$ cat src/rtl/cpu_types_pkg.sv
// cpu_types_pkg -- types shared by the fetch path.
//   word_t         : 32-bit machine word
//   IIDX_W/ITAG_W  : index/tag widths of the default 16-frame instruction cache
//   icachef_t      : fetch address viewed as {tag, idx, bytoff}
//   icache_frame_t : one cache frame {valid, tag, data}
package cpu_types_pkg;

   typedef logic [31:0] word_t;

   localparam int IIDX_W = 4;
   localparam int ITAG_W = 30 - IIDX_W;

   typedef struct packed {
      logic [ITAG_W-1:0] tag;
      logic [IIDX_W-1:0] idx;
      logic [1:0]        bytoff;
   } icachef_t;

   typedef struct packed {
      logic              valid;
      logic [ITAG_W-1:0] tag;
      word_t             data;
   } icache_frame_t;

endpackage

$ cat src/rtl/icache.sv
// icache -- direct-mapped, one-word-per-frame instruction cache.
//   CLK, RST          : clock; synchronous active-high reset
//   imemREN/imemaddr  : datapath fetch request and address (bits [1:0] ignored)
//   ihit/imemload     : combinational hit and instruction word (0 on no hit)
//   iREN/iaddr        : fill request and word-aligned fill address to memory
//   iwait/iload       : memory busy flag and fill data (valid when iREN & !iwait)
// Hits complete in the same cycle. A miss latches the word address and holds
// a fill request until memory answers; the frame is then written and the
// cache returns to IDLE, where the re-lookup hits.
module icache
   import cpu_types_pkg::*;
#(
   parameter int SETS  = 16,
   parameter int IDX_W = 4
) (
   input  logic  CLK,
   input  logic  RST,
   input  logic  imemREN,
   input  word_t imemaddr,
   output logic  ihit,
   output word_t imemload,
   output logic  iREN,
   output word_t iaddr,
   input  logic  iwait,
   input  word_t iload
);

   localparam int TAG_W = 30 - IDX_W;

   typedef enum logic {IDLE, FILL} state_t;

   state_t state, next_state;

   // Frame storage: valid bits are reset, tag/data are not.
   logic [SETS-1:0] valid;
   logic [TAG_W-1:0] tags [SETS];
   word_t            data [SETS];

   // Word address of the outstanding miss; {tag, idx}.
   logic [29:0] miss_word;

   logic [TAG_W-1:0] req_tag;
   logic [IDX_W-1:0] req_idx;
   logic [TAG_W-1:0] fill_tag;
   logic [IDX_W-1:0] fill_idx;
   logic             lookup_hit;
   logic             fill_we;
   logic             miss_take;
   logic             unused_bytoff;

   assign req_tag       = imemaddr[31:IDX_W+2];
   assign req_idx       = imemaddr[IDX_W+1:2];
   assign fill_tag      = miss_word[29:IDX_W];
   assign fill_idx      = miss_word[IDX_W-1:0];
   assign unused_bytoff = ^imemaddr[1:0];

   assign lookup_hit = valid[req_idx] && (tags[req_idx] == req_tag);

   always_ff @(posedge CLK) begin
      if (RST) begin
         state <= IDLE;
      end else begin
         state <= next_state;
      end
   end

   // NOTE: every output and strobe gets a default before the case so no
   // path through this block leaves a value unassigned (no latches).
   always_comb begin
      next_state = state;
      ihit       = 1'b0;
      imemload   = '0;
      iREN       = 1'b0;
      iaddr      = '0;
      fill_we    = 1'b0;
      miss_take  = 1'b0;
      unique case (state)
         IDLE: begin
            if (imemREN) begin
               if (lookup_hit) begin
                  ihit     = 1'b1;
                  imemload = data[req_idx];
               end else begin
                  miss_take  = 1'b1;
                  next_state = FILL;
               end
            end
         end
         FILL: begin
            // The latched address is serviced regardless of what the
            // datapath does meanwhile.
            iREN  = 1'b1;
            iaddr = {miss_word, 2'b00};
            if (!iwait) begin
               fill_we    = 1'b1;
               next_state = IDLE;
            end
         end
         default: next_state = IDLE;
      endcase
   end

   // NOTE: sequential state uses non-blocking assignments so every register
   // samples the values from before the edge.
   always_ff @(posedge CLK) begin
      if (RST) begin
         miss_word <= '0;
         valid     <= '0;
      end else begin
         if (miss_take) begin
            miss_word <= imemaddr[31:2];
         end
         if (fill_we) begin
            valid[fill_idx] <= 1'b1;
         end
      end
   end

   // NOTE: tag/data arrays are not reset; the valid bit alone qualifies
   // them, which keeps the arrays mappable onto plain memory. Reset still
   // blocks the write so an abandoned fill leaves the frame untouched.
   always_ff @(posedge CLK) begin
      if (fill_we && !RST) begin
         tags[fill_idx] <= fill_tag;
         data[fill_idx] <= iload;
      end
   end

endmodule

$ cat config.mk
export PLATFORM = sky130hd
export DESIGN_NAME = icache
export DESIGN_NICKNAME = d
export VERILOG_FILES = /design/src/rtl/cpu_types_pkg.sv /design/src/rtl/icache.sv
export SDC_FILE = /design/constraint.sdc
export NUM_CORES = 1
export LEC_CHECK = 0
export BUFFER_PORTS_ARGS = -buffer_cell sky130_fd_sc_hd__buf_2
export CORE_MARGIN = 3
export CORE_UTILIZATION = 50
export DETAILED_ROUTE_END_ITERATION = 7
export PLACE_DENSITY_LB_ADDON = 0.05
export RECOVER_POWER = 25
export SYNTH_ARGS = -nofsm -noshare
export SYNTH_HDL_FRONTEND = slang
export SYNTH_SLANG_ARGS = --single-unit
$ cat constraint.sdc
create_clock -name CLK -period 5.1 [get_ports CLK]
set_input_delay 0.255 -clock CLK [delete_from_list [all_inputs] [get_ports CLK]]
set_output_delay 0.255 -clock CLK [all_outputs]
set_load 0.02 [all_outputs]
### Yosys cells after proc, flatten, opt, wreduce, memory -nomap -nowiden

Memory sizes are Yosys's and may differ from the RTL's.
Index checks and enable logic that the tools add are counted.

| word-level totals | value |
|---|---|
| register bits after elaboration | 47 |
| RAM bits | 928 |
| input port bits | 68 |
| word-level logic and storage cells | 36 |
| memories | 2 |

Memories:

| memory | depth | width | read ports | clocked after Yosys merged registers in | wr ports | RTL line | RTL |
|---|---|---|---|---|---|---|---|
| data | 16 | 32 | 1 | 0 | 1 | icache.sv:37 | `word_t data [SETS];` |
| tags | 16 | 26 | 1 | 0 | 1 | icache.sv:36 | `logic [TAG_W-1:0] tags [SETS];` |

| cells by class | value |
|---|---|
| order comparisons | 3 |
| eq/ne operators | 1 |
| muxes and demuxes | 21 |
| bitwise logic cells | 2 |
| reductions and logical operators | 4 |

Operator list:

| cell | number |
|---|---|
| 2-to-1 mux 32 bit | 4 |
| == test 26 bit | 1 |
| bitwise OR 16 bit | 1 |
| 2-to-1 mux 1 bit | 14 |
| < comparator 4 x 5 -> 1 bit, second input constant | 2 |
| binary-select mux 1 bit (select 4 bit) | 1 |
| demux 1 bit (select 4 bit) | 1 |
| greater-or-equal comparator 4 x 1 -> 1 bit, second input constant | 1 |
| logical AND 1 bit | 3 |
| case mux 1 bit (2 select lines) | 1 |
| zero test 1 bit | 1 |
| NOT 1 bit | 1 |

### Depth between registers and ports, before layout

Gate-level depths: netlist (run 1).

| depth | value |
|---|---|
| depth after elaboration | 6 |
| mapped depth | 14 |

### Worst setup path before layout (run 1)

No wires, ideal clock.

| timing path | value |
|---|---|
| kind | reg2reg |
| start | register state |
| end | memory data[0][0] (netlist bit) (enable) |
| setup time | 0.474 ns |
| arrival | 3.518 ns |
| required time | 4.626 ns |
| path slack | 1.108 ns |
| stages on the path, launching flop included | 5 |
| path through | dfxtp_1 nor4b_1 nand2b_1 clkbuf_1 nor2_1 |

| on the way | value |
|---|---|
| word-level cells in the longest chain between the ends | 4 |

Ends and longest elaborated chain:

| item | RTL line | RTL |
|---|---|---|
| start: declaration | icache.sv:32 | `state_t state, next_state;` |
| start signal: assignment | icache.sv:63 | `state <= next_state;` |
| 2-to-1 mux 1 bit | icache.sv:77 | `unique case (state)` |
| logical AND 1 bit | icache.sv:123 | `if (fill_we && !RST) begin` |
| 2-to-1 mux 1 bit | icache.sv:123 |  |
| 2-to-1 mux 1 bit (not written as such) | icache.sv:125 | `data[fill_idx] <= iload;` |
| end: declaration | icache.sv:37 |  |

No other way between the ends.

### Worst setup path after layout (run 1)

| timing path | value |
|---|---|
| start | memory tags[6][10] (netlist bit) |
| end | output imemload[14] |

| on the way | value |
|---|---|
| word-level cells in the longest chain between the ends | 6 |

Ends and longest elaborated chain:

| item | RTL line | RTL |
|---|---|---|
| start: declaration | icache.sv:36 |  |
| memory read (16 x 26 bit) | n/a |  |
| == test 26 bit | icache.sv:57 | `assign lookup_hit = valid[req_idx] && (tags[req_idx] == req_tag);` |
| logical AND 1 bit | icache.sv:57 |  |
| 2-to-1 mux 32 bit | icache.sv:80 | `if (lookup_hit) begin` |
| 2-to-1 mux 32 bit | icache.sv:79 | `if (imemREN) begin` |
| 2-to-1 mux 32 bit | icache.sv:77 |  |
| end: declaration | icache.sv:21 | `output word_t imemload,` |

No other way between the ends.

==> out/metrics.yaml, run 1 <==
hp-class: "input port to flip-flop"
cts_inserted_buffers: 101
vias: 18559
crit_slowest_cell: "nor4_2"
status: "completed"
synth_top_area_share_pct: 72.91
synth_edf_count: 928
root_buffer: "clkbuf_16"
drive_gt1_share_pct: 26.99
io_pins: 134
async_reset_ff_share_pct: 0
clk_pin_slew_ns: 0.06
ir_worst_vdd_uv: 233.0
drc: 0
power_leakage_uw: 0.01460
ys_warn_count: 0
clock_sinks: 975
syn_area_mm2: 0.03822
synth_area_leaders: "edfxtp_1 73%, mux4_2 14%, mux2i_1 2.6%"
required_ns: 4.85
skew_ns: 0.01868
finalMaxSlewViolations: 0
synth_area_per_cell_um2: 21.33
synth_common_cells: "928 x edfxtp_1, 238 x mux4_2, 99 x mux2i_1"
antenna_left: 0
drt_wl_total_um: 89130
grt_pass1_wl_um: 131300
gr-total-overflow: 0
fill_cells: 5551
grtUsageTotal_pct: 22.92
relSlewSlack_pct: 31.95
syn_inst: 1792
power_uw: 16720
hold_violations: 0
synth_flop_cell: "edfxtp_1"
antenna_found_initial: 2
cpMostUsedCell: "mux4_2"
max_stage_delay_ns: 0.51
power_density_mw_per_mm2: 379.0
dieArea_mm2: 0.07980
core-area_mm2: 0.07507
yosys.cell_count.top_type: "edfxtp_1"
wl_met1_um: 38080
wl_per_cell_um: 28.79
rsz0062_at_grt: "no"
dr.max_layer_used: "met5"
drt-pass1-iter-count: 5
synth_cell_types: 56
gp_congestion: 0.7439
setup_violations: 0
fin_nets: 2114
die_w_um: 282.5
cp-start-kind: "flip-flop"
period_minus_slack_ns: 4.335
vias_per_cell: 5.995
finalCritPeriodShare_pct: 84.99
synth_seq_cells: 975
ys_seq_area_share_pct: 75.37
syn_to_final_growth_pct: 15.38
max_slew.worst_pin.slew_ns: 1.021
grt_start_max_net_pins: 84
crit_buf_inv: 2
synth_top_area_cell: "edfxtp_1"
start_util_pct: 50.92
drt_iter0_drc: 1467
cts-resized-gates: 0
rows: 100
io_buffers: 129
grt_pass1_vias: 19255
critical_path_class: "flip-flop to primary output"
maxCapViolCount: 0
clk_path_buf_depth: 3
clk_latency_ns: 0.65
path_cells: "mux4_2 -> mux4_2 -> xnor2_1 -> nand2_1 -> nand4bb_1 -> nor4_2 -> nand4b_1 -> buf_12 -> nor2b_1 -> buf_2"
dr_wl_met2_um: 44620
die_h_um: 282.5
critPathTopFamily: "simple AND/OR/NAND/NOR gates"
post-dp-hpwl_um: 46940
tns_ns: 0
crit_arrival_ns: 4.08
cts_htree_levels: 3
wl_met3_um: 4708
crit_fanout: 33
cts_tree: "built"
antenna_cells: 0
end_kind: "primary output"
fmax_ghz: 0.2307
[metal layers]
| metal | GRT usage, % | vias to the layer above |
|---|---|---|
| met5 | 0 | - |
| li1 | - | 7902 |
| met1 | 32.75 | 10045 |
| met4 | 5.873 | 2 |
| met3 | 3.244 | 109 |
| met2 | 37.76 | 501 |
[state kept, by name, indices dropped and copies added (netlist names)]
| name | flops |
|---|---|
| tags | 416 |
| valid | 16 |
| state | 1 |
| data | 512 |
| miss_word | 30 |
[placed cells by master, fill, tap and decap left out, types with 6 or more instances in the layout]
| cell type | instances |
|---|---|
| edfxtp_1 | 928 |
| mux4_2 | 238 |
| clkbuf_16 | 103 |
| mux2i_1 | 99 |
| buf_2 | 93 |
| nand2b_1 | 68 |
| dlygate4sd3_1 | 66 |
| clkbuf_1 | 55 |
| dfxtp_1 | 47 |
| buf_4 | 41 |
| nor2b_1 | 36 |
| and2_1 | 34 |
| xnor2_1 | 25 |
| o22ai_1 | 24 |
| clkinv_1 | 23 |
| inv_1 | 22 |
| clkinv_2 | 19 |
| mux2_2 | 18 |
| a22oi_1 | 16 |
| nor2_4 | 16 |
| nand2_1 | 15 |
| buf_12 | 15 |
| nor3_1 | 10 |
| a22o_1 | 9 |
| xor2_1 | 9 |
| o21ai_0 | 7 |
| nand3_1 | 7 |
| bufinv_16 | 7 |
| a21oi_1 | 6 |
[metrics by stage]
stage / instance area [µm²] / cells / hold WS, ns / setup slack, ns / utilization (%)
floorplan: 38230 / 1793 / 0.3539 / 1.108 / -
global placement: 40320 / 2846 / 0.4551 / 0.8468 / 53.72
detailed placement: 40320 / 2846 / 0.4632 / 0.7840 / 53.72
CTS: 44140 / 3096 / 0.09131 / 0.6833 / 58.80
global route: 44100 / 3096 / 0.1436 / 0.5418 / 58.74
finish: 44100 / 3096 / 0.1111 / 0.7654 / 58.74
[power breakdown]
group          internal (µW)  switching, µW
sequential              8810           72.3
combinational            365            430
clock                   4060           2970
[path summary, 6_finish.rpt]
path | cells after the start | slack (ns) | from | endpoint
worst max-delay path | 10 | 0.77 | tags[6][10] | imemload[14]
worst min-delay path | 3 | 0.11 | imemaddr[2] | miss_word[0]
worst max register to register | 9 | 1.32 | tags[6][10] | miss_word[27]
worst min register to register | 2 | 0.47 | valid[7] | valid[7]
[tightest hold or removal path, cell delays in order]
cell	delay, ns
buf_8	0.22
nand2b_1	0.14
mux2i_1	0.07
[layout make-up]
type / count / area [µm²] / area share [%]
Timing Repair Buffer: 250 / 1896 / 4.298
Multi-Input combinational cell: 695 / 8944 / 20.28
Clock inverter: 57 / 476.7 / 1.081
Sequential cell: 975 / 28810 / 65.32
Clock buffer: 127 / 2678 / 6.072
Inverter: 23 / 86.33 / 0.1958
Tap cell: 969 / 1212 / 2.749
[cells by family (layout without fill, tap and decap cells)]
| group | Yosys count | after routing | share of synthesized area [%] |
|---|---|---|---|
| compound gates | 86 | 86 | 1.696 |
| xor+xnor | 34 | 34 | 0.7791 |
| buf+inv | 123 | 457 | 1.581 |
| flops | 975 | 975 | 75.37 |
| mux | 355 | 355 | 17.15 |
| other cells | 1 | 2 | 0.009811 |
| simple gates | 218 | 218 | 3.421 |
[repair_timing]
action / in CTS / in global routing
endpoints found under the hold margin: 539 / 0
setup buffers: 0 / 0
hold buffers: 66 / 0
Note: power is estimated with default switching activity, not from simulation.
==> run 2, diff against run 1 <==
Clock period 5.1 ns to 3.9 ns, I/O delays scaled along.
==> run 2 against run 1 <==
Compared with the run above:
- cell count is 0.32% higher
- die area stayed put
- via count is 0.41% lower
- design area is 1.2% higher
- global-route usage is 0.13 points higher
- register-to-register slack worse by 0.41 ns
- sequential share of layout area is 0.79 points lower
- critical path type unchanged
- largest power group unchanged
==> out/metrics.yaml, run 2 (synthesized netlist as in run 1, its figures left out) <==
rsz0062_at_grt: "yes"  # was no
power_uw: 21930  # was 16,720 µW
drt_iter0_drc: 1720  # was 1,467
io_buffers: 129  # unchanged
clk_path_buf_depth: 3  # unchanged
finalMaxSlewViolations: 0  # unchanged
r2r-start: "tags[14][10]"  # was tags[6][10]
vias: 18483  # was 18,559
drive_gt1_share_pct: 28.98  # was 26.99%
met2_usage_pct: 38.62  # was 37.76%
grt_pass1_wl_um: 131700  # was 131,300 µm
grt_pass1_vias: 19231  # was 19,255
crit_arrival_ns: 3.66  # was 4.08 ns
crit_fanout: 10  # was 33
max_slew.worst_pin.slew_ns: 0.8677  # was 1.021 ns
cts_htree_levels: 3  # unchanged
place_area_mm2: 0.04064  # was 0.04032 mm²
cp-start-kind: "flip-flop"  # unchanged
ir_worst_vdd_uv: 429.6  # was 233.0 µV
hold_depth: 3  # unchanged
clk_latency_ns: 0.65  # about the same
reg_top3: "data (512), tags (416), miss_word (30)"  # unchanged
worst_r2r_endpoint: "state"  # was miss_word[27]
grtUsageTotal_pct: 23.05  # was 22.92%
dp_slack_ns: 0.1623  # was 0.7840 ns
end_kind: "primary output"  # unchanged
fin_nets: 2127  # was 2,114
cts_inserted_buffers: 99  # was 101
final_cell_mix: "928 x edfxtp_1, 238 x mux4_2, 103 x clkbuf_16"  # unchanged
start_util_pct: 50.92  # unchanged
gp_congestion: 0.7337  # was 0.7439
dp_cells: 2866  # was 2,846
wl_per_cell_um: 28.92  # was 28.79 µm
drc: 0  # unchanged
fmax_ghz: 0.2596
rrSetupSlack_ns: 0.91  # was 1.32 ns
vias_per_cell: 5.951  # was 5.995
die_h_um: 282.5  # unchanged
rows: 100  # unchanged
drt-pass1-iter-count: 7  # was 5
fill_cells: 5514  # was 5,551
required_ns: 3.70  # was 4.85 ns
stdcell_count: 3106  # was 3,096
drt_wl_total_um: 89830  # was 89,130 µm
hp-class: "input port to flip-flop"  # unchanged
finalCritPeriodShare_pct: 98.77
core-area_mm2: 0.07507  # unchanged
antenna_left: 0  # unchanged
critical_path_class: "flip-flop to primary output"  # unchanged
layout_commonest_cell: "edfxtp_1"  # unchanged
hold_end: "miss_word[0]"  # unchanged
rr_worst_depth: 10  # was 9
clk_pin_slew_ns: 0.06  # about the same
relSlewSlack_pct: 42.15  # was 31.95%
period_minus_slack_ns: 3.852
root_buffer: "clkbuf_16"  # unchanged
seqCellArea_mm2: 0.02881  # unchanged
power_leakage_uw: 0.01481  # was 0.01460 µW
hold_violations: 0  # unchanged
syn_to_final_growth_pct: 16.79  # was 15.38%
largest_reg_flops: 512  # unchanged
antenna_found_initial: 3  # was 2
gr-total-overflow: 0  # unchanged
status: "completed"  # unchanged
clock_sinks: 975  # unchanged
use_met3_pct: 3.367  # was 3.244%
hold_start: "imemaddr[2]"  # unchanged
post-dp-hpwl_um: 47660  # was 46,940 µm
maxCapViolCount: 0  # unchanged
setup_violations: 0  # unchanged
dieArea_mm2: 0.07980  # unchanged
die_w_um: 282.5  # unchanged
multi_input_area_mm2: 0.009070  # was 0.008944 mm²
top_register: "data"  # unchanged
cts_tree: "built"  # unchanged
power_density_mw_per_mm2: 491.2  # was 379.0 mW/mm²
grt_start_max_net_pins: 121  # was 84
busiest_layer: "met2"  # unchanged
io_pins: 134  # unchanged
final.setup.worst_slack_ns: 0.04807  # was 0.7654 ns
post-route-cell-area_mm2: 0.04464  # was 0.04410 mm²
skew_ns: 0.01702  # was 0.01868 ns
grt_use_met1_pct: 32.26  # was 32.75%
## run 2: changes by cell type in the layout (fill, tap and decap cells not counted), sizes merged
cell,change
inv,-2
diode,+1
buf,+22
clkinvlp,+1
clkinv,-6
dlygate4sd3,-6
## run 2: per-layer routing
metal,share of wire (%),up-vias
li1,-,7923
met1,43,9919
met2,50,487
met3,4.6,150
met4,2.5,4
met5,0.030,-
## run 2: worst max-delay path by stage
stage / start / end / slack [ns]
floorplan: state / data[0][0] / -0.09
finish: tags[14][10] / imemload[2] / 0.05
CTS: tags[5][14] / imemload[22] / -0.01
detailed placement: imemaddr[3] / imemload[22] / 0.16
global placement: imemaddr[3] / imemload[22] / 0.17
global route: tags[14][10] / imemload[7] / -0.11
## run 2: power breakdown
group / total, µW / internal (µW) / switching (µW) / leakage (µW)
Combinational: 1070 / 499 / 575 / 0.00424
Clock: 9240 / 5360 / 3880 / 0.00155
Sequential: 11600 / 11500 / 97.4 / 0.00902
## run 2: final cells by class
| class | instances | share of cell area [%] |
|---|---|---|
| Inverter | 23 | 0.1934 |
| Multi-Input combinational cell | 695 | 20.32 |
| Antenna cell | 1 | 0.005606 |
| Tap cell | 969 | 2.716 |
| Clock buffer | 128 | 6.074 |
| Clock inverter | 50 | 1.034 |
| Sequential cell | 975 | 64.53 |
| Timing Repair Buffer | 265 | 5.126 |
## run 2: timing repair
action / 4_1_cts / 5_1_grt
setup buffers: 1 / 0
pin swaps: 3 / 2
gates resized for setup: 25 / 48
endpoints found under the setup margin: 33 / 33
hold endpoints to repair: 540 / 0
hold buffers: 60 / 0
## run 2: worst max-delay path: stages, from the launching register on
cell       delay [ns]
edfxtp_1         0.36
mux4_2           0.48
mux4_2           0.51
xnor2_2          0.17
nand2_1          0.12
nand4bb_4        0.24
nor4_4           0.32
nand4b_1         0.16
buf_6            0.20
buf_6            0.17
nor2b_1          0.13
buf_4            0.15
## run 2: stage by stage
step	utilization, %	hold slack [ns]	TNS [ns]
detailed placement	54.13	0.4668	0
floorplan	-	0.2939	-60.51
global route	59.46	0.04241	-2.273
global placement	54.13	0.4567	0
CTS	59.28	0.02081	-0.02495
finish	59.46	0.03232	0
==> run 3, diff against run 2 <==
Settings changed: CTS_CLUSTER_SIZE from default to 12, SETUP_SLACK_MARGIN from default to 0.15.
==> run 3 against run 2 <==
Compared with the run above:
- utilization is 0.13 points lower
- maximum frequency is 0.95% lower
- total power is 2.2% lower
- worst setup slack worse by 0.037 ns
- routed wire length is 0.13% lower
- sequential cell count stayed put
- count of clock-buffer cells in the layout is 5 higher
- critical endpoint is now imemload[8]
- largest cell class unchanged
- largest power group unchanged
==> out/metrics.yaml, run 3 (synthesized netlist as in run 1, its figures left out) <==
grt_start_max_net_pins: 121  # unchanged
drc: 0  # unchanged
gp_congestion: 0.7337  # unchanged
crit_fanout: 10  # unchanged
rr_worst_depth: 10  # unchanged
maxCapViolCount: 0  # unchanged
grt_pass1_wl_um: 131700  # about the same
critical_path_class: "flip-flop to primary output"  # unchanged
crit_arrival_ns: 3.69  # was 3.66 ns
critPathTopFamily: "multiplexers"  # unchanged
io_buffers: 129  # unchanged
crit_slowest_cell: "mux4_2"  # unchanged
place_area_mm2: 0.04064  # unchanged
clk_pin_slew_ns: 0.06  # about the same
cts_tree: "built"  # unchanged
relSlewSlack_pct: 40.91  # was 42.15%
busiest_layer: "met2"  # unchanged
cts_htree_levels: 3  # unchanged
end_kind: "primary output"  # unchanged
vias: 18606  # was 18,483
r2r-start: "tags[14][10]"  # unchanged
use_met3_pct: 3.070  # was 3.367%
p_int_uw: 17000  # was 17,380 µW
rsz0062_at_grt: "yes"  # unchanged
met2_usage_pct: 38.40  # was 38.62%
rows: 100  # unchanged
period_minus_slack_ns: 3.889  # was 3.852 ns
rrSetupSlack_ns: 0.87  # was 0.91 ns
wl_per_cell_um: 28.97  # was 28.92 µm
dp_slack_ns: 0.1623  # unchanged
largest_reg_flops: 512  # unchanged
final.setup.worst_slack_ns: 0.01102  # was 0.04807 ns
power_leakage_uw: 0.01475  # was 0.01481 µW
seq_power_share_pct: 54.2  # was 53.0%
hold_violations: 0  # unchanged
skew_ns: 0.01587  # was 0.01702 ns
drt_wl_total_um: 89710  # was 89,830 µm
cts_inserted_buffers: 100  # was 99
layout_commonest_cell: "edfxtp_1"  # unchanged
syn_to_final_growth_pct: 16.53  # was 16.79%
root_buffer: "clkbuf_16"  # unchanged
dieArea_mm2: 0.07980  # unchanged
finalCritPeriodShare_pct: 99.72  # was 98.77%
drive_gt1_share_pct: 28.60  # was 28.98%
hold_start: "imemaddr[2]"  # unchanged
ir_worst_vdd_uv: 376.2  # was 429.6 µV
io_pins: 134  # unchanged
cpMostUsedCell: "mux4_2"
post-dp-hpwl_um: 47660  # unchanged
post-route-cell-area_mm2: 0.04454  # was 0.04464 mm²
reg_top3: "data (512), tags (416), miss_word (30)"  # unchanged
grt_pass1_vias: 19295  # was 19,231
finalMaxSlewViolations: 0  # unchanged
dp_cells: 2866  # unchanged
die_h_um: 282.5  # unchanged
p_clk_share_pct: 40.8  # was 42.1%
drt-pass1-iter-count: 5  # was 7
core-area_mm2: 0.07507  # unchanged
fmax_ghz: 0.2571  # was 0.2596 GHz
gr-total-overflow: 0  # unchanged
grt_use_met1_pct: 32.35  # was 32.26%
timing.hold.ws_ns: 0.02994  # was 0.03232 ns
fin_nets: 2128  # was 2,127
switching_power_uw: 4437  # was 4548 µW
top_register: "data"  # unchanged
clk_latency_ns: 0.64  # was 0.65 ns
stdcell_count: 3097  # was 3,106
max_slew.worst_pin.slew_ns: 0.8863  # was 0.8677 ns
grtUsageTotal_pct: 23.04  # was 23.05%
max_stage_delay_ns: 0.51  # about the same
drt_iter0_drc: 1570  # was 1,720
cp-start-kind: "flip-flop"  # unchanged
hold_end: "miss_word[0]"  # unchanged
antenna_left: 0  # unchanged
clock_sinks: 975  # unchanged
worst_r2r_endpoint: "state"  # unchanged
power_density_mw_per_mm2: 481.3  # was 491.2 mW/mm²
hp-class: "input port to flip-flop"  # unchanged
final_cell_mix: "928 x edfxtp_1, 238 x mux4_2, 103 x clkbuf_16"  # unchanged
path_cells: "mux4_2 -> mux4_2 -> xnor2_2 -> nand2_2 -> nand4bb_4 -> nor4_4 -> nand4b_1 -> buf_6 -> buf_12 -> nor2b_1 -> buf_4"  # was mux4_2 -> mux4_2 -> xnor2_2 -> nand2_1 -> nand4bb_4 -> nor4_4 -> nand4b_1 -> buf_6 -> buf_6 -> nor2b_1 -> buf_4
start_util_pct: 50.92  # unchanged
clk_path_buf_depth: 3  # unchanged
antenna_found_initial: 2  # was 3
vias_per_cell: 6.008  # was 5.951
die_w_um: 282.5  # unchanged
crit_buf_inv: 3  # unchanged
status: "completed"  # unchanged
setup_violations: 0  # unchanged
hold_depth: 3  # unchanged
power.share.combinational_pct: 5.0  # was 4.9%
p_sw_share_pct: 20.70  # was 20.74%
required_ns: 3.70  # about the same
==> run 3: changes by cell type in the layout (fill, tap and decap cells not counted), sizes merged <==
cell / change
bufinv: -5
clkbuf: +5
clkinv: -5
clkinvlp: -4
diode: +1
inv: -1
==> run 3: power groups by stage <==
stage	Sequential, µW	Clock, µW	Combinational, µW
5_1_grt	11600	9380	1160
6_report	11600	8740	1080
3_5_place_dp	11800	0	1030
3_3_place_gp	11800	0	1020
4_1_cts	11600	8940	1090
2_1_floorplan	11800	0	663
==> run 3: tightest hold or removal path: stages <==
cell and delay [ns]:
buf_8 0.23, nand2b_1 0.13, mux2i_1 0.06
==> run 3: area by class of cell <==
| type | count | area, µm² |
|---|---|---|
| tap | 969 | 1212 |
| antenna | 2 | 5.005 |
| sequential | 975 | 28810 |
| fill | 5498 | 30530 |
| multi-input combinational | 695 | 9125 |
| inverter | 23 | 86.33 |
| clock inverter | 35 | 247.7 |
| timing repair buffer | 265 | 2346 |
| clock buffer | 133 | 2710 |
==> run 3: worst max-delay path by stage <==
stage / startpoint / depth (start not counted) / slack, ns / endpoint
6_report: tags[14][10] / 11 / 0.01 / imemload[8]
5_1_grt: tags[14][10] / 11 / -0.12 / imemload[8]
4_1_cts: tags[5][14] / 11 / 0.01 / imemload[9]
3_5_place_dp: imemaddr[3] / 14 / 0.16 / imemload[22]
3_3_place_gp: imemaddr[3] / 14 / 0.17 / imemload[22]
2_1_floorplan: state / 4 / -0.09 / data[0][0]
==> run 3: routing by layer <==
layer,vias to the layer above,share of wire [%],wire length [µm]
li1,7911,-,-
met1,10063,43,38320
met2,476,50,44990
met3,152,4.4,3952
met4,4,2.7,2418
met5,-,0.028,25
==> run 3: what timing repair did <==
action                                 CTS  global route
resized for setup                       45            55
pin swaps                                3             5
setup endpoints to repair               33            33
buffers inserted                         1             0
endpoints found under the hold margin  540             0
hold buffers                            60             0
==> run 3: stage by stage <==
step / total power (µW) / util (%) / TNS, ns
2_1_floorplan: 12460 / - / -60.51
3_3_place_gp: 12850 / 54.13 / 0
3_5_place_dp: 12870 / 54.13 / 0
4_1_cts: 21660 / 59.07 / 0
5_1_grt: 22170 / 59.32 / -2.644
6_report: 21440 / 59.33 / 0
